## src/rtl/alu_cmd_driver.sv

```systemverilog
// rtl/alu_cmd_driver.sv - credit-flow command driver for a pipelined ALU with in-order response FIFO
module alu_cmd_driver #(
    parameter int WIDTH = 128,
    parameter int LAT   = 2,
    parameter int DEPTH = 4
) (
    input  logic             clk,
    input  logic             rst,
    input  logic             cmd_valid,
    output logic             cmd_ready,
    input  logic [3:0]       cmd_opcode,
    input  logic [WIDTH-1:0] cmd_a,
    input  logic [WIDTH-1:0] cmd_b,
    input  logic [4:0]       cmd_shift,
    input  logic [3:0]       cmd_tag,
    output logic [3:0]       alu_opcode,
    output logic [WIDTH-1:0] alu_input1,
    output logic [WIDTH-1:0] alu_input2,
    output logic [4:0]       alu_shiftValue,
    input  logic [WIDTH-1:0] alu_result,
    input  logic             alu_carry,
    input  logic             alu_zero,
    input  logic             alu_ovf,
    output logic             rsp_valid,
    input  logic             rsp_ready,
    output logic [WIDTH-1:0] rsp_result,
    output logic [2:0]       rsp_flags,
    output logic [3:0]       rsp_tag,
    output logic             rsp_err,
    output logic             busy
);
    localparam int PW = $clog2(DEPTH);
    localparam int CW = $clog2(DEPTH + 1);

    logic                  cmd_accept;
    logic                  rsp_pop;
    logic                  fifo_wr;
    logic                  ready_q;
    logic [LAT:0]          trk_valid;
    logic [LAT:0]          trk_err;
    logic [LAT:0][3:0]     trk_tag;
    logic [WIDTH-1:0]      mem_result [DEPTH];
    logic [2:0]            mem_flags  [DEPTH];
    logic [3:0]            mem_tag    [DEPTH];
    logic [DEPTH-1:0]      mem_err;
    logic [PW-1:0]         wr_ptr;
    logic [PW-1:0]         rd_ptr;
    logic [CW-1:0]         fifo_count;
    logic [CW-1:0]         credits;
    logic [CW-1:0]         credits_next;

    assign cmd_accept = cmd_valid & ready_q;
    assign rsp_pop    = rsp_valid & rsp_ready;
    assign fifo_wr    = trk_valid[LAT];
    assign cmd_ready  = ready_q;
    assign rsp_valid  = (fifo_count != '0);
    assign busy       = rsp_valid | (|trk_valid);

    // Head entry is masked to zero while empty so reset shows clean outputs.
    assign rsp_result = rsp_valid ? mem_result[rd_ptr] : '0;
    assign rsp_flags  = rsp_valid ? mem_flags[rd_ptr]  : '0;
    assign rsp_tag    = rsp_valid ? mem_tag[rd_ptr]    : '0;
    assign rsp_err    = rsp_valid & mem_err[rd_ptr];

    always_comb begin
        credits_next = credits;
        if (cmd_accept && !rsp_pop)
            credits_next = credits - CW'(1);
        else if (rsp_pop && !cmd_accept)
            credits_next = credits + CW'(1);
    end

    // One stage per ALU edge plus the capture edge; the last stage marks the result as live.
    always_ff @(posedge clk or posedge rst) begin
        if (rst) begin
            trk_valid <= '0;
            trk_err   <= '0;
            trk_tag   <= '0;
        end else begin
            trk_valid <= {trk_valid[LAT-1:0], cmd_accept};
            trk_err   <= {trk_err[LAT-1:0], (cmd_opcode > 4'd10)};
            trk_tag   <= {trk_tag[LAT-1:0], cmd_tag};
        end
    end

    always_ff @(posedge clk or posedge rst) begin
        if (rst) begin
            alu_opcode     <= '0;
            alu_input1     <= '0;
            alu_input2     <= '0;
            alu_shiftValue <= '0;
            wr_ptr         <= '0;
            rd_ptr         <= '0;
            fifo_count     <= '0;
            credits        <= CW'(DEPTH);
            ready_q        <= 1'b0;
        end else begin
            if (cmd_accept) begin
                alu_opcode     <= cmd_opcode;
                alu_input1     <= cmd_a;
                alu_input2     <= cmd_b;
                alu_shiftValue <= cmd_shift;
            end
            if (fifo_wr)
                wr_ptr <= wr_ptr + PW'(1);
            if (rsp_pop)
                rd_ptr <= rd_ptr + PW'(1);
            fifo_count <= fifo_count + CW'(fifo_wr) - CW'(rsp_pop);
            credits    <= credits_next;
            ready_q    <= (credits_next != '0);
        end
    end

    always_ff @(posedge clk) begin
        if (fifo_wr) begin
            mem_result[wr_ptr] <= alu_result;
            mem_flags[wr_ptr]  <= {alu_ovf, alu_zero, alu_carry};
            mem_tag[wr_ptr]    <= trk_tag[LAT];
            mem_err[wr_ptr]    <= trk_err[LAT];
        end
    end

    a_no_overflow: assert property (@(posedge clk) disable iff (rst)
        !(fifo_wr && (fifo_count == CW'(DEPTH))));
    a_credit_range: assert property (@(posedge clk) disable iff (rst)
        credits <= CW'(DEPTH));

endmodule
```

## config.mk

```make
export PLATFORM = sky130hd
export DESIGN_NAME = alu_cmd_driver
export DESIGN_NICKNAME = d
export VERILOG_FILES = /design/src/rtl/alu_cmd_driver.sv
export SDC_FILE = /design/constraint.sdc
export NUM_CORES = 1
export LEC_CHECK = 0
export BUFFER_PORTS_ARGS = -buffer_cell sky130_fd_sc_hd__buf_2
export CORE_AREA = 4 4 315 317
export DETAILED_ROUTE_END_ITERATION = 16
export DIE_AREA = 0 0 319 321
export GPL_TIMING_DRIVEN = 0
export PLACE_DENSITY = 0.56
export SYNTH_ARGS = -nofsm -noshare
export SYNTH_HDL_FRONTEND = slang
export SYNTH_SLANG_ARGS = --single-unit
```

## constraint.sdc

```tcl
create_clock -name clk -period 8.9 [get_ports clk]
set_clock_uncertainty 0.15 [all_clocks]
set_input_delay 0.89 -clock clk [delete_from_list [all_inputs] [get_ports clk]]
set_output_delay 0.89 -clock clk [all_outputs]
set_load 0.02 [all_outputs]
```

# Yosys cells after proc, flatten, opt, wreduce, memory -nomap -nowiden
# Memory sizes are Yosys's and may differ from the RTL's.
# Index checks and enable logic that the tools add are counted.
# classes
add_sub_neg,6
magnitude_cmp,4
n_mux,12
n_bitwise,4
n_reduce_logical,8
# op_table
operator,n
128-bit two-way mux,1
3-bit two-way mux,3
2-bit by 3-bit < comparator with 1-bit output (second input constant),2
3-bit nonzero test,2
2-bit by 1-bit adder with 2-bit output (second input constant),2
4-bit bitwise mux,1
4-bit greater-than comparator (second input constant),1
1-bit two-way mux,4
4-bit two-way mux,1
3-bit by 1-bit adder with 3-bit output,1
3-bit by 1-bit adder with 3-bit output (second input constant),1
1-bit bitwise AND,3
1-bit logical AND,3
3-bit OR reduction,1
3-bit by 1-bit subtractor with 3-bit output,1
3-bit by 1-bit subtractor with 3-bit output (second input constant),1
1-bit binary-select mux with 2-bit select,1
1-bit demux with 2-bit select,1
2-bit by 1-bit greater-or-equal comparator with 1-bit output (second input constant),1
1-bit zero test,2
1-bit OR,1
# word_totals
ff_bits,298
ram_bits,540
output_inout_bits,404
elab_cells,52
mem_count,3
# mem_list
memory,depth,word_bits,read_ports,rd_ports_with_merged_regs,wr,line_no,text
mem_result,4,128,1,0,1,42,logic [WIDTH-1:0] mem_result [DEPTH];
mem_tag,4,4,1,0,1,44,logic [3:0] mem_tag [DEPTH];
mem_flags,4,3,1,0,1,43,logic [2:0] mem_flags [DEPTH];

# Depth between registers and ports, before layout
# Gate-level depths: netlist of run 1.
# depth
ltp_word,6
ltp_mapped,8
ltp_nobuf,8

# Worst setup path after synthesis of run 1
# No wires, ideal clock.
# synth_timing
kind,reg2reg
from,"register, netlist name wr_ptr[0]"
to,register mem_err[0] (enable)
setup_time_ns,0.511
t_arrival_ns,3.738
setup_slack_ns,4.501
stages_incl_launch_ff,4
path_cell_list,dfrtp_1 inv_1 ha_1 and2_1
# synth_rtl
element,line_no,text
end signal: indexed assignment,119,mem_err[wr_ptr] <= trk_err[LAT];
end: declaration,45,logic [DEPTH-1:0] mem_err;

# Worst setup path in the final report of run 1
# layout_timing
from,register fifo_count[2]
to,output port rsp_result[67]
# layout_via
elab_chain_cells,2
# layout_rtl
element,line_no,text
start: declaration,48,logic [CW-1:0] fifo_count;
start signal: assignment,108,fifo_count <= fifo_count + CW'(fifo_wr) - CW'(rsp_pop);
3-bit nonzero test,56,assign rsp_valid = (fifo_count != '0);
128-bit two-way mux,60,assign rsp_result = rsp_valid ? mem_result[rd_ptr] : '0;
end: declaration,26,"output logic [WIDTH-1:0] rsp_result,"
# No other way between the ends.

==> results of run 1 <==
-- sequential cells by signal, indices dropped and copies added, names as in the netlist, 4 cells and up --
name / count
mem_tag: 16
mem_flags: 12
trk_tag: 12
mem_err: 4
alu_shiftValue: 5
alu_input1: 128
alu_opcode: 4
alu_input2: 128
mem_result: 512
-- metrics by stage --
| step | hold WS [ns] | utilization, % | worst slack (ns) | total power (uW) |
|---|---|---|---|---|
| detailed placement | 0.186 | 39.1 | 5.17 | 10400 |
| finish | 0.194 | 42.5 | 4.65 | 14100 |
| global route | 0.161 | 42.4 | 4.39 | 14900 |
| floorplan | 0.181 | - | 3.96 | 8470 |
| global placement | 0.186 | 38.7 | 1.35 | 10400 |
| CTS | 0.127 | 42.4 | 4.41 | 14400 |
-- cell type report --
type	instances	share of cell area, %
buffer	104	1.54
inverter	12	0.119
tap	1276	3.91
sequential	838	58.0
clock inverter	46	1.28
multi-input combinational	1110	17.8
timing repair buffer	823	10.8
antenna	35	0.214
clock buffer	126	6.40
-- per-layer routing --
metal	track usage, %	wire, um	vias up
li1	-	-	9092
met1	22.0	37200	10000
met2	34.6	53700	780
met3	6.35	8810	232
met4	10.8	5280	4
met5	0	30	-
-- cell families after synthesis --
logic type	share of synthesized area (%)
simple gates	12.5
flops	74.9
mux	9.69
buf+inv	2.13
fa+ha+maj	0.380
compound gates	0.206
xor+xnor	0.194
-- final timing paths --
| check | startpoint | end | slack [ns] |
|---|---|---|---|
| setup / recovery | fifo_count[2]$_DFF_PP0_ | rsp_result[67] | 4.65 |
| hold / removal | cmd_tag[2] | trk_tag[2]$_DFF_PP0_ | 0.19 |
| setup reg to reg | cmd_ready$_DFF_PP0_ | alu_input1[50]$_DFFE_PP0P_ | 6.41 |
| hold reg to reg | trk_tag[6]$_DFF_PP0_ | trk_tag[10]$_DFF_PP0_ | 0.20 |
| max in group asynchronous | rst | alu_input1[115]$_DFFE_PP0P_ | 6.84 |
| min in group asynchronous | rst | alu_input2[68]$_DFFE_PP0P_ | 0.23 |
-- worst register-to-register path: stages, from the launching register on --
cell	delay (ns)
dfrtp_1	0.36
nand2_1	0.26
inv_2	0.32
clkbuf_1	0.61
buf_2	0.34
nand2_1	0.26
nand2_1	0.13
-- where the power goes --
group | switching, uW | internal, uW | leakage, uW
sequential | 283 | 5000 | 0.00856
combinational | 3060 | 1850 | 0.00747
clock | 1600 | 2330 | 0.00153
-- layout by cell type (no fill, tap or decap), types with 4 or more instances in the layout --
cell / n
dfrtp_1: 293
buf_16: 8
clkbuf_8: 6
inv_1: 9
bufinv_16: 9
nand2_1: 803
mux4_2: 136
and2_4: 4
buf_12: 19
ha_1: 8
clkinv_1: 11
buf_1: 17
clkbuf_1: 70
xnor2_1: 5
diode_2: 35
clkinvlp_4: 5
buf_2: 831
clkinv_2: 16
buf_6: 4
edfxtp_1: 544
clkbuf_16: 98
and2_1: 136
-- synthesized netlist by cell type, drive strengths merged --
master / instances
buf: 56
xor2: 2
a211o: 1
o21ai: 1
a21oi: 1
nand2: 803
mux4: 136
fa: 1
nor2: 1
dfrtp: 293
o211ai: 1
ha: 8
dfstp: 1
and2: 140
xnor2: 5
o31ai: 1
nand3: 1
nor3: 1
inv: 12
edfxtp: 544
o32ai: 1
clkbuf: 48
or4: 2
nor2b: 1
nand4: 2
a31o: 1
==> flow_summary_export.csv, run 1 <==
group,metric,value,unit
floorplanning,num_rows,114,
route,final_antenna_net_count,0,
clock_tree,post_cts.repair.setup_buffers,0,
worst_setup_path,path_class,"reg2out",
sta,clock.fmax,0.236,GHz
global_route,grt_antenna_before_repair,72,
yosys,ys_seq_area_share,74.9,%
yosys,synth_top_area_share,51.7,%
worst_hold_path,timing.hold.worst.class,"in2reg",
route,wire_per_inst,24.0,um
route,num_vias,20100,
cells_and_area,multiInputGateArea,7260,um^2
cells_and_area,layout.nets,3397,
sta,setup_viol,0,
route,vias_per_cell,4.61,
placement,io_buffer_count,807,
cells_and_area,final_area,40900,um^2
worst_hold_path,holdPathStages,1,
sta,fin_tns_setup,0,ns
worst_setup_path,cp_data_arrival_time,3.21,ns
status,status,"finished clean",
yosys,ys_types,30,
cells_and_area,layout-drive-gt1-share,37.5,%
yosys,avgSynthCellArea,15.3,um^2
worst_setup_path,crit_path_cell_trace,"nor3_1 -> inv_1 -> clkbuf_1 -> clkbuf_1 -> and2_1 -> buf_2",
sta,timing.slew.headroom,11.4,%
yosys,synth_area_leaders,"edfxtp_1 52%, dfrtp_1 23%, mux4_2 9.7%, nand2_1 9.5%, and2_1 2.8%",
sta,fin_crit,4.25,ns
sta,report.final.slew_viol_count,0,
global_route,grt_pass1_vias,21000,
worst_setup_path,cp_slowest_cell,"clkbuf_1",
clock_tree,numCtsBuffers,95,
placement,place_inst,4163,
clock_tree,clock_latency,0.65,ns
worst_setup_path,max_stage_delay,0.98,ns
clock_tree,cts_resized,0,
cells_and_area,area_growth,29.3,%
global_route,grt_pass1_wl,148,mm
route,drc,0,
placement,postPlaceCellArea,37600,um^2
job,maxCapViolCount,0,
route,drtIter0Drc,1343,
sta,finalHoldViolCount,0,
yosys,syn_nets,2477,
floorplanning,die_area,102000,um^2
cells_and_area,n_fill_cell,9092,
cells_and_area,register_area,23700,um^2
route,dr.pass1.iters,5,
global_route,grt_max_degree,56,
placement,place.gp.congestion,0.927,
global_route,grt.total_usage,20.0,%
placement,dp_hpwl,78.5,mm
power_and_ir_drop,cellLeakagePower,0.0176,uW
yosys,synth_seq_cells,838,
worst_setup_path,required,7.86,ns
worst_setup_path,worst-r2r-cell-count,6,
floorplanning,initial_core_util,32.8,%
floorplanning,core,96300,um^2
clock_tree,clockBufferDepth,3,
clock_tree,clockRootBuffer,"clkbuf_16",
sta,rsz0062_at_grt,"no",
sta,tightest_slew,1.33,ns
yosys,syn_inst,2064,
worst_setup_path,crit_buf_inv,4,
yosys,syn_area,31600,um^2
yosys,synth_top_cell_by_area,"edfxtp_1",
clock_tree,clk_pin_slew,0.06,ns
power_and_ir_drop,p_per_area,346,nW/um^2
floorplanning,io_pins,808,
clock_tree,hold_buffers,0,
clock_tree,cts.sinks,838,
worst_setup_path,crit_cells,6,
worst_setup_path,worstPathMaxFanout,10,
cells_and_area,layout.cells.non_filler,4370,
clock_tree,cts_tree,"built",
floorplanning,chipHeight,321,um
worst_setup_path,cp-start-kind,"register",
worst_setup_path,crit_top_cell,"clkbuf_1",
global_route,overflow,0,
clock_tree,h-tree-depth,3,
worst_setup_path,critPathTopFamily,"buffers and inverters",
yosys,ys_warn_count,0,
sta,period_share,47.7,%
route,drt-total-wl,105,mm
floorplanning,fp.dieW,319,um
worst_setup_path,cp-end-kind,"primary output",
power_and_ir_drop,ir_worst_vdd,0.177,mV
Power figures use the tool's default switching activity.
==> run 2: changes to the inputs <==
==> constraint.sdc (replaced) <==
create_clock -name clk -period 3.5 [get_ports clk]
set_clock_uncertainty 0.15 [all_clocks]
set_input_delay 0.35 -clock clk [delete_from_list [all_inputs] [get_ports clk]]
set_output_delay 0.35 -clock clk [all_outputs]
set_load 0.02 [all_outputs]
==> flow_summary_export.csv, run 2 (same netlist as run 1, synthesis figures left out) <==
group,metric,value,unit
route,drt-total-wl,108,mm
route,wire_per_inst,22.7,um
floorplanning,die_area,102000,um^2
cells_and_area,layout.nets,3799,
cells_and_area,layout.cells.non_filler,4767,
worst_setup_path,cp-end-kind,"primary output",
power_and_ir_drop,p_sw_share,35.0,%
job,maxCapViolCount,0,
cells_and_area,final_common_cell,"buf_2",
power_and_ir_drop,p_per_area,815,nW/um^2
cells_and_area,area_growth,42.2,%
status,status,"finished clean",
placement,postPlaceCellArea,37700,um^2
sta,rsz0062_at_grt,"no",
placement,place_ws,0.637,ns
global_route,grt.total_usage,20.7,%
power_and_ir_drop,seqPwrFrac,36.7,%
sta,fin_ws,0.263,ns
floorplanning,fp.dieW,319,um
cells_and_area,fin_util,46.7,%
placement,dp_hpwl,78.1,mm
sta,setup_viol,0,
clock_tree,clock_latency,0.65,ns
clock_tree,cts.sinks,838,
global_route,grt_pass1_vias,23300,
placement,place_inst,4165,
worst_hold_path,timing.hold.worst.class,"in2async",
power_and_ir_drop,cellLeakagePower,0.0193,uW
power_and_ir_drop,comb_power_share,35.6,%
floorplanning,io_pins,808,
floorplanning,num_rows,114,
worst_setup_path,cp-start-kind,"register",
clock_tree,clockBufferDepth,3,
cells_and_area,final_cell_mix,"831 x buf_2, 803 x nand2_1, 544 x edfxtp_1",
cells_and_area,top_register,"mem_result",
placement,io_buffer_count,807,
route,dr.pass1.iters,5,
sta,timing.slew.headroom,49.7,%
power_and_ir_drop,ir_worst_vdd,0.431,mV
worst_setup_path,required,3.00,ns
worst_setup_path,worstPathMaxFanout,10,
sta,fin_crit,3.24,ns
sta,clock.fmax,0.309,GHz
sta,report.final.slew_viol_count,0,
placement,place.gp.congestion,0.903,
global_route,grt_max_degree,54,
route,num_vias,21800,
route,drtIter0Drc,1261,
global_route,overflow,0,
clock_tree,h-tree-depth,3,
power_and_ir_drop,p_sw,12800,uW
floorplanning,chipHeight,321,um
cells_and_area,final_area,44900,um^2
clock_tree,post_cts.repair.setup_buffers,0,
power_and_ir_drop,power.internal,23800,uW
clock_tree,numCtsBuffers,92,
clock_tree,clockRootBuffer,"clkbuf_16",
sta,tightest_slew,0.754,ns
clock_tree,cts_tree,"built",
cells_and_area,largest_register_ffs,512,
floorplanning,initial_core_util,32.8,%
floorplanning,core,96300,um^2
sta,fin_hold_ws,0.134,ns
global_route,grt_pass1_wl,157,mm
cells_and_area,layout-drive-gt1-share,33.4,%
cells_and_area,largestRegisters,"mem_result x512, alu_input1 x128, alu_input2 x128",
worst_setup_path,path_class,"reg2out",
power_and_ir_drop,p_clk_share,27.7,%
route,drc,0,
route,final_antenna_net_count,0,
sta,finalHoldViolCount,0,
worst_setup_path,cp_data_arrival_time,2.74,ns
sta,period_share,92.5,%
route,vias_per_cell,4.57,
clock_tree,clk_pin_slew,0.06,ns
global_route,grt_antenna_before_repair,42,
-- run 2: area by class of cell --
cell class | count | area, um^2
Timing Repair Buffer | 1228 | 8490
Fill cell | 8526 | 51300
Buffer | 104 | 641
Clock buffer | 113 | 2490
Inverter | 12 | 48.8
Tap cell | 1276 | 1600
Antenna cell | 29 | 72.6
Sequential cell | 838 | 23700
Multi-Input combinational cell | 1110 | 7260
Clock inverter | 57 | 652
-- run 2: path summary, 6_finish.rpt --
check                      slack [ns]  cells after the start             startpoint                          to
max in group asynchronous        1.66                      7                    rst   alu_input2[5]$_DFFE_PP0P_
max reg2reg                      0.99                      6    cmd_ready$_DFF_PP0_  alu_input1[50]$_DFFE_PP0P_
max                              0.26                      5  rd_ptr[1]$_DFFE_PP0P_              rsp_result[93]
min reg2reg                      0.20                      0   trk_tag[6]$_DFF_PP0_       trk_tag[10]$_DFF_PP0_
min                              0.13                      3                    rst  alu_input2[74]$_DFFE_PP0P_
min in group clk                 0.20                      0   trk_tag[6]$_DFF_PP0_       trk_tag[10]$_DFF_PP0_
-- run 2: timing repair --
action | in CTS | in global routing
hold buffers | 403 | 0
hold endpoints to repair | 880 | 0
gates resized for setup | 3 | 0
setup endpoints to repair | 25 | 0
-- run 2: per-stage QoR --
step / power [uW] / TNS (ns)
floorplan: 21400 / -264.38
global placement: 26400 / -1429.61
detailed placement: 26500 / 0
CTS: 37200 / 0
global route: 38500 / 0
finish: 36600 / 0
-- run 2: per-layer routing --
metal  wire [um]  up-vias  track usage [%]
met3        8710      212             6.42
met5          27        -                0
li1            -     9889                -
met4        4320        4             8.11
met2       56300      840             37.1
met1       38800    10900             23.1
-- run 2: critical path, cell delays in order, from the launching register on --
cell and delay, ns:
dfrtp_1 0.33, clkbuf_1 0.57, buf_2 0.43, mux4_2 0.41, and2_1 0.18, buf_2 0.15
-- run 2: power by group through the flow --
stage	combinational, uW	clock, uW	sequential, uW
2_1_floorplan	6890	0	14500
3_3_place_gp	12700	0	13700
3_5_place_dp	12900	0	13600
4_1_cts	13400	10400	13400
5_1_grt	14000	10900	13600
6_report	13000	10100	13400
==> run 3: changes to the inputs <==
--- a/config.mk
+++ b/config.mk
@@ -10,7 +10,7 @@
 export DETAILED_ROUTE_END_ITERATION = 16
 export DIE_AREA = 0 0 319 321
 export GPL_TIMING_DRIVEN = 0
-export PLACE_DENSITY = 0.56
+export PLACE_DENSITY = 0.54
 export SYNTH_ARGS = -nofsm -noshare
 export SYNTH_HDL_FRONTEND = slang
 export SYNTH_SLANG_ARGS = --single-unit
==> constraint.sdc (replaced) <==
create_clock -name clk -period 3.54 [get_ports clk]
set_clock_uncertainty 0.15 [all_clocks]
set_input_delay 0.354 -clock clk [delete_from_list [all_inputs] [get_ports clk]]
set_output_delay 0.354 -clock clk [all_outputs]
set_load 0.02 [all_outputs]
==> flow_summary_export.csv, run 3 (same netlist as run 1, synthesis figures left out) <==
group,metric,value,unit
clock_tree,clockBufferDepth,3,
global_route,grt_max_degree,54,
route,drc,0,
clock_tree,cts.sinks,838,
route,dr.pass1.iters,5,
worst_setup_path,path_class,"reg2out",
sta,period_share,93.1,%
floorplanning,num_rows,114,
sta,timing.slew.headroom,45.6,%
status,status,"finished clean",
global_route,overflow,0,
worst_setup_path,cp_data_arrival_time,2.79,ns
clock_tree,clock_latency,0.67,ns
sta,clock.fmax,0.303,GHz
worst_hold_path,timing.hold.worst.class,"in2async",
sta,report.final.slew_viol_count,0,
power_and_ir_drop,p_per_area,799,nW/um^2
power_and_ir_drop,ir_worst_vdd,0.413,mV
floorplanning,fp.dieW,319,um
sta,rsz0062_at_grt,"no",
cells_and_area,final_common_cell,"buf_2",
global_route,grt.total_usage,20.5,%
worst_setup_path,required,3.04,ns
cells_and_area,area_growth,41.7,%
worst_setup_path,max_stage_delay,0.62,ns
cells_and_area,top_register,"mem_result",
route,wire_per_inst,22.3,um
floorplanning,chipHeight,321,um
route,num_vias,21700,
cells_and_area,layout.nets,3798,
floorplanning,core,96300,um^2
clock_tree,h-tree-depth,3,
placement,place.gp.congestion,0.911,
clock_tree,clockRootBuffer,"clkbuf_16",
worst_setup_path,cp-end-kind,"primary output",
route,final_antenna_net_count,0,
worst_setup_path,cp-start-kind,"register",
clock_tree,cts_tree,"built",
worst_setup_path,worstPathMaxFanout,10,
route,vias_per_cell,4.55,
placement,dp_hpwl,76.9,mm
cells_and_area,n_fill_cell,8640,
sta,finalHoldViolCount,0,
floorplanning,io_pins,808,
worst_setup_path,crit_path_cell_trace,"clkbuf_1 -> buf_2 -> mux4_2 -> and2_1 -> buf_2",
floorplanning,initial_core_util,32.8,%
cells_and_area,largest_register_ffs,512,
sta,fin_ws,0.243,ns
placement,place_ws,0.433,ns
clock_tree,numCtsBuffers,93,
cells_and_area,final_cell_mix,"831 x buf_2, 803 x nand2_1, 544 x edfxtp_1",
cells_and_area,largestRegisters,"mem_result x512, alu_input1 x128, alu_input2 x128",
sta,fin_crit,3.30,ns
floorplanning,die_area,102000,um^2
worst_setup_path,crit_top_cell,"buf_2",
sta,fin_hold_ws,0.173,ns
route,drtIter0Drc,1208,
sta,setup_viol,0,
job,maxCapViolCount,0,
power_and_ir_drop,cellLeakagePower,0.0192,uW
sta,tightest_slew,0.815,ns
global_route,grt_antenna_before_repair,32,
global_route,grt_pass1_vias,23600,
worst_setup_path,cp_slowest_cell,"clkbuf_1",
clock_tree,post_cts.repair.setup_buffers,0,
placement,io_buffer_count,807,
clock_tree,clk_pin_slew,0.06,ns
cells_and_area,layout-drive-gt1-share,33.0,%
global_route,grt_pass1_wl,156,mm
route,drt-total-wl,106,mm
[run 3: repair_timing]
| item | in CTS | in global routing |
|---|---|---|
| hold endpoints to repair | 872 | 0 |
| gates resized for setup | 1 | 0 |
| hold buffers | 403 | 0 |
| setup endpoints to repair | 91 | 0 |
[run 3: final timing paths]
path,startpoint,to,slack (ns),cells past startpoint
worst min-delay path,rst,alu_shiftValue[2]$_DFFE_PP0P_,0.17,3
max in group asynchronous,rst,alu_input2[77]$_DFFE_PP0P_,1.65,7
worst min register to register,trk_tag[6]$_DFF_PP0_,trk_tag[10]$_DFF_PP0_,0.19,0
worst max-delay path,rd_ptr[1]$_DFFE_PP0P_,rsp_result[93],0.24,5
min in group clk,trk_tag[6]$_DFF_PP0_,trk_tag[10]$_DFF_PP0_,0.19,0
worst max register to register,wr_ptr[0]$_DFFE_PP0P_,mem_result[2][46]$_DFFE_PP_,1.04,5
[run 3: area by class of cell]
| class | instances | area [um^2] | share of cell area, % |
|---|---|---|---|
| flip-flops and latches | 838 | 23700 | 52.9 |
| repair buffers | 1226 | 8450 | 18.9 |
| multi-input cells | 1110 | 7260 | 16.2 |
| clock buffers | 130 | 2600 | 5.80 |
| well taps | 1276 | 1600 | 3.56 |
| plain buffers | 104 | 631 | 1.41 |
| clock inverters | 45 | 472 | 1.05 |
| diodes | 23 | 57.6 | 0.128 |
| inverters | 12 | 48.8 | 0.109 |
[run 3: where the power goes]
group	switching (uW)	internal [uW]	leakage (uW)
Sequential	710	12600	0.00856
Combinational	7880	4950	0.00915
Clock	3990	5670	0.00150
[run 3: per-layer routing]
metal	track usage [%]	part of all wire, %	up-vias
met2	35.3	51	836
met1	22.8	36	10700
met5	0	0.022	-
met4	9.68	4.5	4
met3	7.10	9.0	224
li1	-	-	9869
[run 3: critical path, delay by kind of cell, from the launching register on]
family                 cells  cell delay [ns]
buffers and inverters      3             1.23
and+or+nand+nor            1             0.18
DFF                        1             0.34
muxes                      1             0.39
[run 3: through the flow]
stage	power [uW]	setup TNS, ns	util (%)	area, um^2	std cells
final	35800	0	46.5	44800	4764
after global routing	37600	0	46.5	44800	4760
after CTS	36400	0	46.5	44700	4741
after detailed placement	26200	0	39.1	37600	4163
after global placement	26100	-1359.54	38.7	37300	4147
after floorplan	21200	-253.83	-	31600	2064
